File: config.mk
export PLATFORM = sky130hd
export DESIGN_NAME = spi_xfer_ctrl_flat
export DESIGN_NICKNAME = d
export VERILOG_FILES = /design/src/rtl/spi_xfer_ctrl_pkg.sv /design/src/rtl/spi_xfer_ctrl_if.sv /design/src/rtl/spi_xfer_ctrl_clk_div.sv /design/src/rtl/spi_xfer_ctrl.sv /design/src/flat_wrapper.sv
export SDC_FILE = /design/constraint.sdc
export NUM_CORES = 1
export LEC_CHECK = 0
export CAP_MARGIN = 40
export CORE_MARGIN = 4
export CORE_UTILIZATION = 50
export DETAILED_ROUTE_END_ITERATION = 16
export PLACE_DENSITY = 0.72
export SLEW_MARGIN = 0
export SYNTH_ARGS = -nofsm -noshare
export SYNTH_HDL_FRONTEND = slang
export SYNTH_SLANG_ARGS = --single-unit
File: constraint.sdc
create_clock -name clk_i -period 6.44 [get_ports clk_i]
set_input_delay 1.288 -clock clk_i [delete_from_list [all_inputs] [get_ports clk_i]]
set_output_delay 1.288 -clock clk_i [all_outputs]
set_load 0.02 [all_outputs]
File: src/rtl/spi_xfer_ctrl_pkg.sv
`default_nettype none
// ----------------------------------------------------------------------------
// spi_xfer_ctrl_pkg : register map, control/status bit positions, FSM states
// Rev 1.0
// ----------------------------------------------------------------------------
package spi_xfer_ctrl_pkg;

    localparam logic [31:0] REG_TX   = 32'h0000_0000;
    localparam logic [31:0] REG_CTRL = 32'h0000_0004;
    localparam logic [31:0] REG_STAT = 32'h0000_0008;
    localparam logic [31:0] REG_DIV  = 32'h0000_000C;
    localparam logic [31:0] REG_RX   = 32'h0000_0010;

    localparam int CTRL_LEN_MSB   = 4;
    localparam int CTRL_START_BIT = 8;
    localparam int CTRL_IRQEN_BIT = 9;
    localparam int STAT_BUSY_BIT  = 0;
    localparam int STAT_DONE_BIT  = 1;

    typedef enum logic [1:0] {
        ST_IDLE  = 2'd0,
        ST_SETUP = 2'd1,
        ST_SHIFT = 2'd2,
        ST_HOLD  = 2'd3
    } spi_state_e;

endpackage
`default_nettype wire

File: src/rtl/spi_xfer_ctrl_if.sv
`default_nettype none
// ----------------------------------------------------------------------------
// spi_xfer_ctrl_if : Wishbone slave bundle for the SPI transfer controller
// Rev 1.0
// ----------------------------------------------------------------------------
interface spi_xfer_ctrl_if;
    logic [31:0] adr_i;
    logic [31:0] dat_i;
    logic [31:0] dat_o;
    logic        we_i;
    logic        sel_i;
    logic        stb_i;
    logic        cyc_i;
    logic        ack_o;

    modport slave (
        input  adr_i, dat_i, we_i, sel_i, stb_i, cyc_i,
        output dat_o, ack_o
    );

    modport master (
        output adr_i, dat_i, we_i, sel_i, stb_i, cyc_i,
        input  dat_o, ack_o
    );
endinterface
`default_nettype wire

File: src/rtl/spi_xfer_ctrl_clk_div.sv
`default_nettype none
// ----------------------------------------------------------------------------
// spi_xfer_ctrl_clk_div : half-period tick generator, one tick per DIV+1 clocks
// Rev 1.0
// ----------------------------------------------------------------------------
module spi_xfer_ctrl_clk_div #(
    parameter int DIV_W = 8
) (
    input  wire logic             clk_i,
    input  wire logic             rst_i,
    input  wire logic             en_i,
    input  wire logic [DIV_W-1:0] div_i,
    output logic                  tick_o
);

    logic [DIV_W-1:0] cnt_q;

    // Held at the reload value while idle so the first tick lands DIV+1 cycles after enable.
    always_ff @(posedge clk_i) begin
        if (rst_i) begin
            cnt_q <= '0;
        end else if (!en_i || cnt_q == '0) begin
            cnt_q <= div_i;
        end else begin
            cnt_q <= cnt_q - {{(DIV_W-1){1'b0}}, 1'b1};
        end
    end

    assign tick_o = en_i && (cnt_q == '0);

endmodule
`default_nettype wire

File: src/rtl/spi_xfer_ctrl.sv
`default_nettype none
// ----------------------------------------------------------------------------
// spi_xfer_ctrl : Wishbone-mapped single-shot SPI master (mode 0, LSB first)
// Rev 1.0
// ----------------------------------------------------------------------------
module spi_xfer_ctrl
    import spi_xfer_ctrl_pkg::*;
#(
    parameter logic [31:0] BASE_ADDR = 32'h0000_0000,
    parameter int          DIV_W     = 8
) (
    input  wire logic      clk_i,
    input  wire logic      rst_i,
    spi_xfer_ctrl_if.slave bus,
    output logic           spi_sclk,
    output logic           spi_cs_n,
    output logic           spi_mosi,
    input  wire logic      spi_miso,
    output logic           irq_o
);

    logic             ack_q;
    logic [31:0]      dat_o_q;
    logic [31:0]      tx_q;
    logic [4:0]       len_q;
    logic             irq_en_q;
    logic [DIV_W-1:0] div_q;

    spi_state_e       state_q;
    logic             sclk_q;
    logic             cs_n_q;
    logic [31:0]      shift_q;
    logic [31:0]      rx_sh_q;
    logic [31:0]      rx_q;
    logic [4:0]       bit_cnt_q;
    logic             done_q;

    logic             w_sel_tx, w_sel_ctrl, w_sel_stat, w_sel_div, w_sel_rx;
    logic             w_hit, w_wr, w_rd, w_busy, w_start, w_tick;
    logic [31:0]      w_rdata;
    logic [4:0]       w_rx_shamt;

    assign w_sel_tx   = (bus.adr_i == BASE_ADDR + REG_TX);
    assign w_sel_ctrl = (bus.adr_i == BASE_ADDR + REG_CTRL);
    assign w_sel_stat = (bus.adr_i == BASE_ADDR + REG_STAT);
    assign w_sel_div  = (bus.adr_i == BASE_ADDR + REG_DIV);
    assign w_sel_rx   = (bus.adr_i == BASE_ADDR + REG_RX);

    assign w_hit   = bus.cyc_i && bus.stb_i &&
                     (w_sel_tx || w_sel_ctrl || w_sel_stat || w_sel_div || w_sel_rx);
    assign w_wr    = w_hit && bus.we_i && bus.sel_i && !ack_q;
    assign w_rd    = w_hit && !bus.we_i && !ack_q;
    assign w_busy  = (state_q != ST_IDLE);
    assign w_start = w_wr && w_sel_ctrl && bus.dat_i[CTRL_START_BIT] && !w_busy;

    // Received bits enter at bit 31, so a short transfer must be right-aligned.
    assign w_rx_shamt = 5'd31 - len_q;

    always_comb begin
        w_rdata = '0;
        if (w_sel_tx) begin
            w_rdata = tx_q;
        end else if (w_sel_stat) begin
            w_rdata[STAT_BUSY_BIT] = w_busy;
            w_rdata[STAT_DONE_BIT] = done_q;
        end else if (w_sel_div) begin
            w_rdata[DIV_W-1:0] = div_q;
        end else if (w_sel_rx) begin
            w_rdata = rx_q;
        end
    end

    always_ff @(posedge clk_i) begin
        if (rst_i) begin
            ack_q    <= 1'b0;
            dat_o_q  <= '0;
            tx_q     <= '0;
            len_q    <= '0;
            irq_en_q <= 1'b0;
            div_q    <= '0;
        end else begin
            ack_q   <= w_hit && !ack_q;
            dat_o_q <= w_rd ? w_rdata : '0;
            if (w_wr && !w_busy) begin
                if (w_sel_tx)   tx_q  <= bus.dat_i;
                if (w_sel_ctrl) len_q <= bus.dat_i[CTRL_LEN_MSB:0];
                if (w_sel_div)  div_q <= bus.dat_i[DIV_W-1:0];
            end
            if (w_wr && w_sel_ctrl) begin
                irq_en_q <= bus.dat_i[CTRL_IRQEN_BIT];
            end
        end
    end

    spi_xfer_ctrl_clk_div #(
        .DIV_W (DIV_W)
    ) u_clk_div (
        .clk_i  (clk_i),
        .rst_i  (rst_i),
        .en_i   (w_busy),
        .div_i  (div_q),
        .tick_o (w_tick)
    );

    always_ff @(posedge clk_i) begin
        if (rst_i) begin
            state_q   <= ST_IDLE;
            sclk_q    <= 1'b0;
            cs_n_q    <= 1'b1;
            shift_q   <= '0;
            rx_sh_q   <= '0;
            rx_q      <= '0;
            bit_cnt_q <= '0;
            done_q    <= 1'b0;
        end else begin
            // W1C first so the HOLD completion below takes priority in the same cycle.
            if (w_wr && w_sel_stat && bus.dat_i[STAT_DONE_BIT]) begin
                done_q <= 1'b0;
            end
            case (state_q)
                ST_IDLE: begin
                    if (w_start) begin
                        cs_n_q    <= 1'b0;
                        shift_q   <= tx_q;
                        rx_sh_q   <= '0;
                        bit_cnt_q <= '0;
                        done_q    <= 1'b0;
                        state_q   <= ST_SETUP;
                    end
                end
                ST_SETUP: begin
                    if (w_tick) state_q <= ST_SHIFT;
                end
                ST_SHIFT: begin
                    if (w_tick) begin
                        if (!sclk_q) begin
                            sclk_q  <= 1'b1;
                            rx_sh_q <= {spi_miso, rx_sh_q[31:1]};
                        end else begin
                            sclk_q    <= 1'b0;
                            shift_q   <= {1'b0, shift_q[31:1]};
                            bit_cnt_q <= bit_cnt_q + 5'd1;
                            if (bit_cnt_q == len_q) state_q <= ST_HOLD;
                        end
                    end
                end
                ST_HOLD: begin
                    if (w_tick) begin
                        cs_n_q  <= 1'b1;
                        rx_q    <= rx_sh_q >> w_rx_shamt;
                        done_q  <= 1'b1;
                        state_q <= ST_IDLE;
                    end
                end
                default: state_q <= ST_IDLE;
            endcase
        end
    end

    assign spi_sclk  = sclk_q;
    assign spi_cs_n  = cs_n_q;
    assign spi_mosi  = !cs_n_q && shift_q[0];
    assign irq_o     = done_q && irq_en_q;
    assign bus.ack_o = ack_q;
    assign bus.dat_o = dat_o_q;

endmodule
`default_nettype wire

File: src/flat_wrapper.sv
// flat-port wrapper written by rule: the top's interface ports become plain ports
module spi_xfer_ctrl_flat import spi_xfer_ctrl_pkg::*;
#(
    parameter logic [31:0] BASE_ADDR = 32'h0000_0000,
    parameter int          DIV_W     = 8
)
  (clk_i, rst_i, spi_sclk, spi_cs_n, spi_mosi, spi_miso, irq_o, bus_adr_i, bus_dat_i, bus_we_i, bus_sel_i, bus_stb_i, bus_cyc_i, bus_dat_o, bus_ack_o);
  spi_xfer_ctrl_if bus_i ();
  input  wire logic clk_i;
  input  wire logic rst_i;
  output logic spi_sclk;
  output logic spi_cs_n;
  output logic spi_mosi;
  input  wire logic spi_miso;
  output logic irq_o;
  input wire logic [$bits(bus_i.adr_i)-1:0] bus_adr_i;
  input wire logic [$bits(bus_i.dat_i)-1:0] bus_dat_i;
  input wire logic [$bits(bus_i.we_i)-1:0] bus_we_i;
  input wire logic [$bits(bus_i.sel_i)-1:0] bus_sel_i;
  input wire logic [$bits(bus_i.stb_i)-1:0] bus_stb_i;
  input wire logic [$bits(bus_i.cyc_i)-1:0] bus_cyc_i;
  output wire logic [$bits(bus_i.dat_o)-1:0] bus_dat_o;
  output wire logic [$bits(bus_i.ack_o)-1:0] bus_ack_o;
  assign bus_i.adr_i = bus_adr_i;
  assign bus_i.dat_i = bus_dat_i;
  assign bus_i.we_i = bus_we_i;
  assign bus_i.sel_i = bus_sel_i;
  assign bus_i.stb_i = bus_stb_i;
  assign bus_i.cyc_i = bus_cyc_i;
  assign bus_dat_o = bus_i.dat_o;
  assign bus_ack_o = bus_i.ack_o;
  spi_xfer_ctrl #(.BASE_ADDR(BASE_ADDR), .DIV_W(DIV_W)) u_core (.clk_i(clk_i), .rst_i(rst_i), .bus(bus_i), .spi_sclk(spi_sclk), .spi_cs_n(spi_cs_n), .spi_mosi(spi_mosi), .spi_miso(spi_miso), .irq_o(irq_o));
endmodule
* Word-level counts from Yosys, hierarchy flattened *
Index checks and enable logic that the tools add are counted.

storage, ports and cells
  flip-flop bits (word level) = 193
  input bits = 71
  output and inout port bits = 37
  word-level logic and storage cells = 111

operators by class
  $add $sub $neg = 3
  equality and inequality tests = 15
  shifts and indexed selects = 1
  multiplexer cells = 34
  bitwise gates (word level) = 1
  reduce and logical (&&, ||, !) cells = 42

operators with widths
  cell                   count
  $mux W32               8
  $pmux W32 S2           2
  $eq A32 B4 Y1 const B  2
  $eq A32 B3 Y1 const B  1
  $eq A32 B5 Y1 const B  1
  $logic_not A32 Y1      1
  $shr A32 B5 Y32        1
  $mux W30               1
  $mux W24               1
  $logic_and A1 B1 Y1    17
  $mux W8                2
  $mux W5                3
  $mux W2                7
  $pmux W5 S2            1
  $reduce_and A2 Y1      5
  $logic_not A8 Y1       1
  $ne A2 B2 Y1 const B   4
  $pmux W2 S4            1
  $reduce_and A4 Y1      2
  $sub A8 B1 Y8 const B  1
  $mux W1                6
  $ne A2 B1 Y1 const B   3
  $reduce_and A6 Y1      1
  $reduce_bool A2 Y1     3
  12 further kinds       21

* Logic depth before layout (Yosys ltp) *
  depth after elaboration = 14
  depth in mapped cells = 9
  depth with buffers taken out = 7

* Modules after synthesis *
From an unflattened synthesis, not the netlist that was laid out.

second synthesis, totals
  cells, all modules = 1096
  area, all modules = 9860.7 µm²

modules (own cells, without submodules)
  module                 times used  cells an instance  area each (µm²)  sequential area each (µm²)
  spi_xfer_ctrl          1           1046               9380.2           3703.6
  spi_xfer_ctrl_clk_div  1           50                 480.5            160.2

* Least setup slack after synthesis *
OpenSTA, ideal clock, no wires.

  path type = input to register
  from = input port bus_adr_i[7]
  to = register u_core.cs_n_q, in the netlist u_core.spi_cs_n
  setup time = 0.120 ns
  arrival = 3.072 ns
  required time = 6.320 ns
  setup slack = 3.248 ns
  cell stages on the path = 5
  buffers on the path = 0
  cells stage by stage = or4_4 or4_4 nor4_4 a31oi_1 or2_1

on the way
  cells in the longest elaborated chain, start to end = 14
  elaborated cells on any way between the ends = 18
  classes of those cells = eq/ne (5); reduce/logical (13)

ends and longest elaborated chain
  element                                                    line                                      RTL
  start, declared                                            flat_wrapper.sv:16                        input wire logic [$bits(bus_i.adr_i)-1:0] bus_adr_i;
  $eq A32 B3 Y1 / $logic_not A32 Y1 (equally long branches)  spi_xfer_ctrl.sv:44, spi_xfer_ctrl.sv:43
  $logic_or A1 B1 Y1 (4 in series)                           spi_xfer_ctrl.sv:50                       (w_sel_tx || w_sel_ctrl || w_sel_stat || w_sel_div || w_sel_rx);
  $logic_and A1 B1 Y1                                        spi_xfer_ctrl.sv:49                       assign w_hit = bus.cyc_i && bus.stb_i &&
  $logic_and A1 B1 Y1 (3 in series)                          spi_xfer_ctrl.sv:51                       assign w_wr = w_hit && bus.we_i && bus.sel_i && !ack_q;
  $logic_and A1 B1 Y1 * (3 in series)                        spi_xfer_ctrl.sv:54                       assign w_start = w_wr && w_sel_ctrl && bus.dat_i[CTRL_START_BIT] && !w_busy;
  $ne A2 B1 Y1 (no source line) *                            -
  $reduce_and A3 Y1 (no source line) *                       -
  end signal, assigned                                       spi_xfer_ctrl.sv:109                      cs_n_q <= 1'b1;
  end signal, assigned                                       spi_xfer_ctrl.sv:123                      cs_n_q <= 1'b0;
  end signal, assigned                                       spi_xfer_ctrl.sv:149                      cs_n_q <= 1'b1;
  end, declared                                              spi_xfer_ctrl.sv:31                       logic cs_n_q;

Mark *: on every way between the ends. The rest lies on a longest branch, timed or not.
A chain may end at the register's enable or synchronous reset.

* Worst setup path after layout *
  from = input port bus_adr_i[7]
  to = register u_core.tx_q[10]

on the way
  cells in the longest elaborated chain, start to end = 11
  elaborated cells on any way between the ends = 15
  classes of those cells = eq/ne (4); reduce/logical (11)

ends and longest elaborated chain
  element                                                    line                                      RTL
  $eq A32 B3 Y1 / $logic_not A32 Y1 (equally long branches)  spi_xfer_ctrl.sv:44, spi_xfer_ctrl.sv:43
  $logic_or A1 B1 Y1 (4 in series)                           spi_xfer_ctrl.sv:50
  $logic_and A1 B1 Y1                                        spi_xfer_ctrl.sv:49
  $logic_and A1 B1 Y1 (3 in series)                          spi_xfer_ctrl.sv:51
  $logic_and A1 B1 Y1                                        spi_xfer_ctrl.sv:84                       if (w_wr && !w_busy) begin
  $reduce_and A2 Y1 (no source line) *                       -
  end signal, assigned                                       spi_xfer_ctrl.sv:85                       if (w_sel_tx) tx_q <= bus.dat_i;
  end, declared                                              spi_xfer_ctrl.sv:24                       logic [31:0] tx_q;

Marked as above.

==> metrics.yaml <==
timing:
  hold_violations: 0
  min_period_over_period_pct: 56.3
  finalClockSkew_ns: 0.0102
  grt_setup_unrepaired: "false"
  fin_ws_ns: 2.82
  max_freq_mhz: 276
  setup_viol: 0
  slew_headroom_pct: 37.3
  worst_pin_slew_ns: 0.939
  fin_crit_ns: 3.62
  slew_viol_final: 0
  hold_ws_ns: 0.463
  setup_tns_ns: 0
drt:
  vias: 8583
  totalWireLength_mm: 26.0
  ant_nets: 0
  drt_pre_antenna_iters: 5
  drt_iter0_markers: 648
  avgRoutedWirePerCell_um: 18.9
  drcViolationCount: 0
  vias_per_cell: 6.25
floorplan:
  die_h_um: 147
  ios: 108
  rows: 50
  die_x_um: 147
  core_area_sq_um: 18800
  start_util_pct: 51.1
  die-area_sq_um: 21500
clock_tree:
  worstSkewPairLatency_ns: 0.43
  cts_tree: "done"
  path_clk_slew_ns: 0.08
  cts_resized: 0
  numCtsBuffers: 17
  htree_levels: 4
  cts_root_buf: "clkbuf_16"
  clk_path_buf_depth: 2
  cts_setup_buffers: 0
  cts_sinks: 193
  hold_buffers: 0
worst_setup_path:
  critPathLaunchType: "primary input"
  path_max_fanout: 34
  crit_type: "primary input to flip-flop"
  critPathLaunch: "bus_adr_i[7]"
  timing.rr.start: "u_core.state_q[0]"
  reg2reg_to: "u_core.bit_cnt_q[4]"
  crit_required_ns: 6.80
  crit_end: "u_core.tx_q[10]"
  r2r_slack_ns: 3.44
  worstPathArrival_ns: 3.98
  reg2regPathDepth: 8
  critPathCaptureType: "flip-flop"
global_route:
  grt-ovfl-total: 0
  top_usage_layer: "met2"
  grt_max_degree: 76
  use_met2_pct: 38.3
  grt_first_pass_wirelength_mm: 42.0
  antenna_found_initial: 0
  grt_use_met1_pct: 32.9
  grt_use_met3_pct: 4.59
  grt_pass1_vias: 7980
  grtUsageTotal_pct: 23.6
place:
  place_congestion: 0.909
  pre_cts_slack_ns: 2.43
  port_buffers: 107
  dp_hpwl_mm: 17.1
status:
  outcome: "completed"
synthesis:
  synth_xor_area_share_pct: 1.00
  syn_nets: 1167
  synth_flop_cell: "dfxtp_1"
  yosys.area_share.adder_pct: 0.782
  avgSynthCellArea_sq_um: 8.81
  yosys.area_share.simple_pct: 18.5
  netlist_area_sq_um: 9600
  synth_top_area_share_pct: 40.3
  synth_mux_area_share_pct: 16.3
  synth-seq-cells: 193
  netlist_instances: 1090
  yosysWarnings: 0
  synthArstFlopShare_pct: 0
  yosys.area.top_type: "dfxtp_1"
  ys_types: 58
  synth_top_family_by_area: "simple AND/OR/NAND/NOR gates"
  synth_edf_count: 0
  synthTopCellsByArea: "dfxtp_1 (40%), mux4_2 (8.0%), nand3_1 (7.9%), a21oi_1 (6.4%), mux2_2 (6.1%)"
  synth_seq_area_share_pct: 40.3
  synth-compound-area-share_pct: 18.2
power_and_ir_drop:
  power.total_w: 0.00238
  p_leak_nw: 3.56
  power_density_nw_per_um2: 210
  ir_drop_mv: 0.177
finish:
  layout_commonest_cell: "dfxtp_1"
  final_util_pct: 60.4
  final_nets: 1204
  drive_above_1_share_pct: 13.1
  final_cell_mix: "dfxtp_1 (191), nand3_1 (151), a21oi_1 (122)"
  syn2layout_area_growth_pct: 18.1
  n_fill_cell: 1646
  n_antenna_cell: 0
run:
  cap_violations: 0
min_path:
  hold_path.class: "flip-flop to flip-flop"
-- Yosys cell counts, drive strengths merged, types with 4 or more instances --
library cell / instances
xnor2: 9
a22oi: 40
nand2b: 8
dfxtp: 193
nor2: 99
a221oi: 6
o211ai: 5
nand3b: 4
nor4: 13
nor3: 18
nand4: 4
a21oi: 122
buf: 19
mux2: 53
nor3b: 5
a222oi: 6
o21ai: 79
ha: 6
nand2: 30
and2: 6
mux4: 34
mux2i: 20
a311oi: 4
nand3: 151
a211oi: 16
clkbuf: 90
and4: 4
and3: 9
inv: 9
-- state kept, by name, summed over array words and instances (netlist names), 5 cells and up --
| register | count |
|---|---|
| u_core.div_q | 8 |
| u_core.tx_q | 32 |
| u_core.u_clk_div.cnt_q | 8 |
| u_core.rx_q | 32 |
| u_core.bit_cnt_q | 5 |
| u_core.shift_q | 32 |
| u_core.len_q | 5 |
| u_core.rx_sh_q | 32 |
| u_core.bus.dat_o | 32 |
-- worst max-delay path, stage by stage --
cell	delay [ns]
clkdlybuf4s50_1	0.45
or4_4	0.59
nor3_1	0.19
and3_2	0.72
buf_4	0.43
nand3_1	0.13
a21oi_1	0.16
-- power by group --
part / switching (W) / internal (W) / total (W)
Combinational: 0.0000617 / 0.0000555 / 0.000117
Clock: 0.000491 / 0.000572 / 0.00106
Sequential: 0.00000190 / 0.00119 / 0.00120
-- per-layer routing --
layer	vias to the layer above	share of wire, %
li1	4095	-
met1	4151	45
met2	308	47
met3	29	6.5
met4	0	1.2
met5	-	0
-- worst min path at each step --
stage | end | cells after the start | from | slack [ns]
after floorplan | u_core.rx_q[18] | 2 | u_core.rx_q[18] | 0.43
after global placement | u_core.rx_q[30] | 2 | u_core.rx_q[30] | 0.44
after detailed placement | u_core.shift_q[17] | 2 | u_core.shift_q[17] | 0.45
after CTS | u_core.shift_q[2] | 2 | u_core.shift_q[2] | 0.47
after global routing | u_core.shift_q[26] | 2 | u_core.shift_q[26] | 0.48
final | u_core.shift_q[18] | 2 | u_core.shift_q[18] | 0.46
-- cell families after synthesis --
| logic type | count (synthesis) |
|---|---|
| AO/OA/AOI/OAI | 294 |
| XOR/XNOR | 11 |
| adder cells (fa/ha/maj) | 6 |
| buffers and inverters | 120 |
| flip-flops | 193 |
| multiplexers | 107 |
| AND/OR/NAND/NOR | 359 |
-- area by class of cell --
class	count	area [sq um]	share of cell area (%)
multi-input combinational	777	5260	46.4
tap	234	293	2.58
clock buffer	20	457	4.03
inverter	11	41.3	0.364
sequential	193	3870	34.1
clock inverter	12	141	1.25
timing repair buffer	127	1270	11.2
-- per-stage QoR --
step	cell area, sq um	instances
floorplan	9600	1090
global placement	10600	1337
detailed placement	10700	1342
CTS	11300	1374
global route	11300	1374
finish	11300	1374
Note: power is estimated with default switching activity, not from simulation.
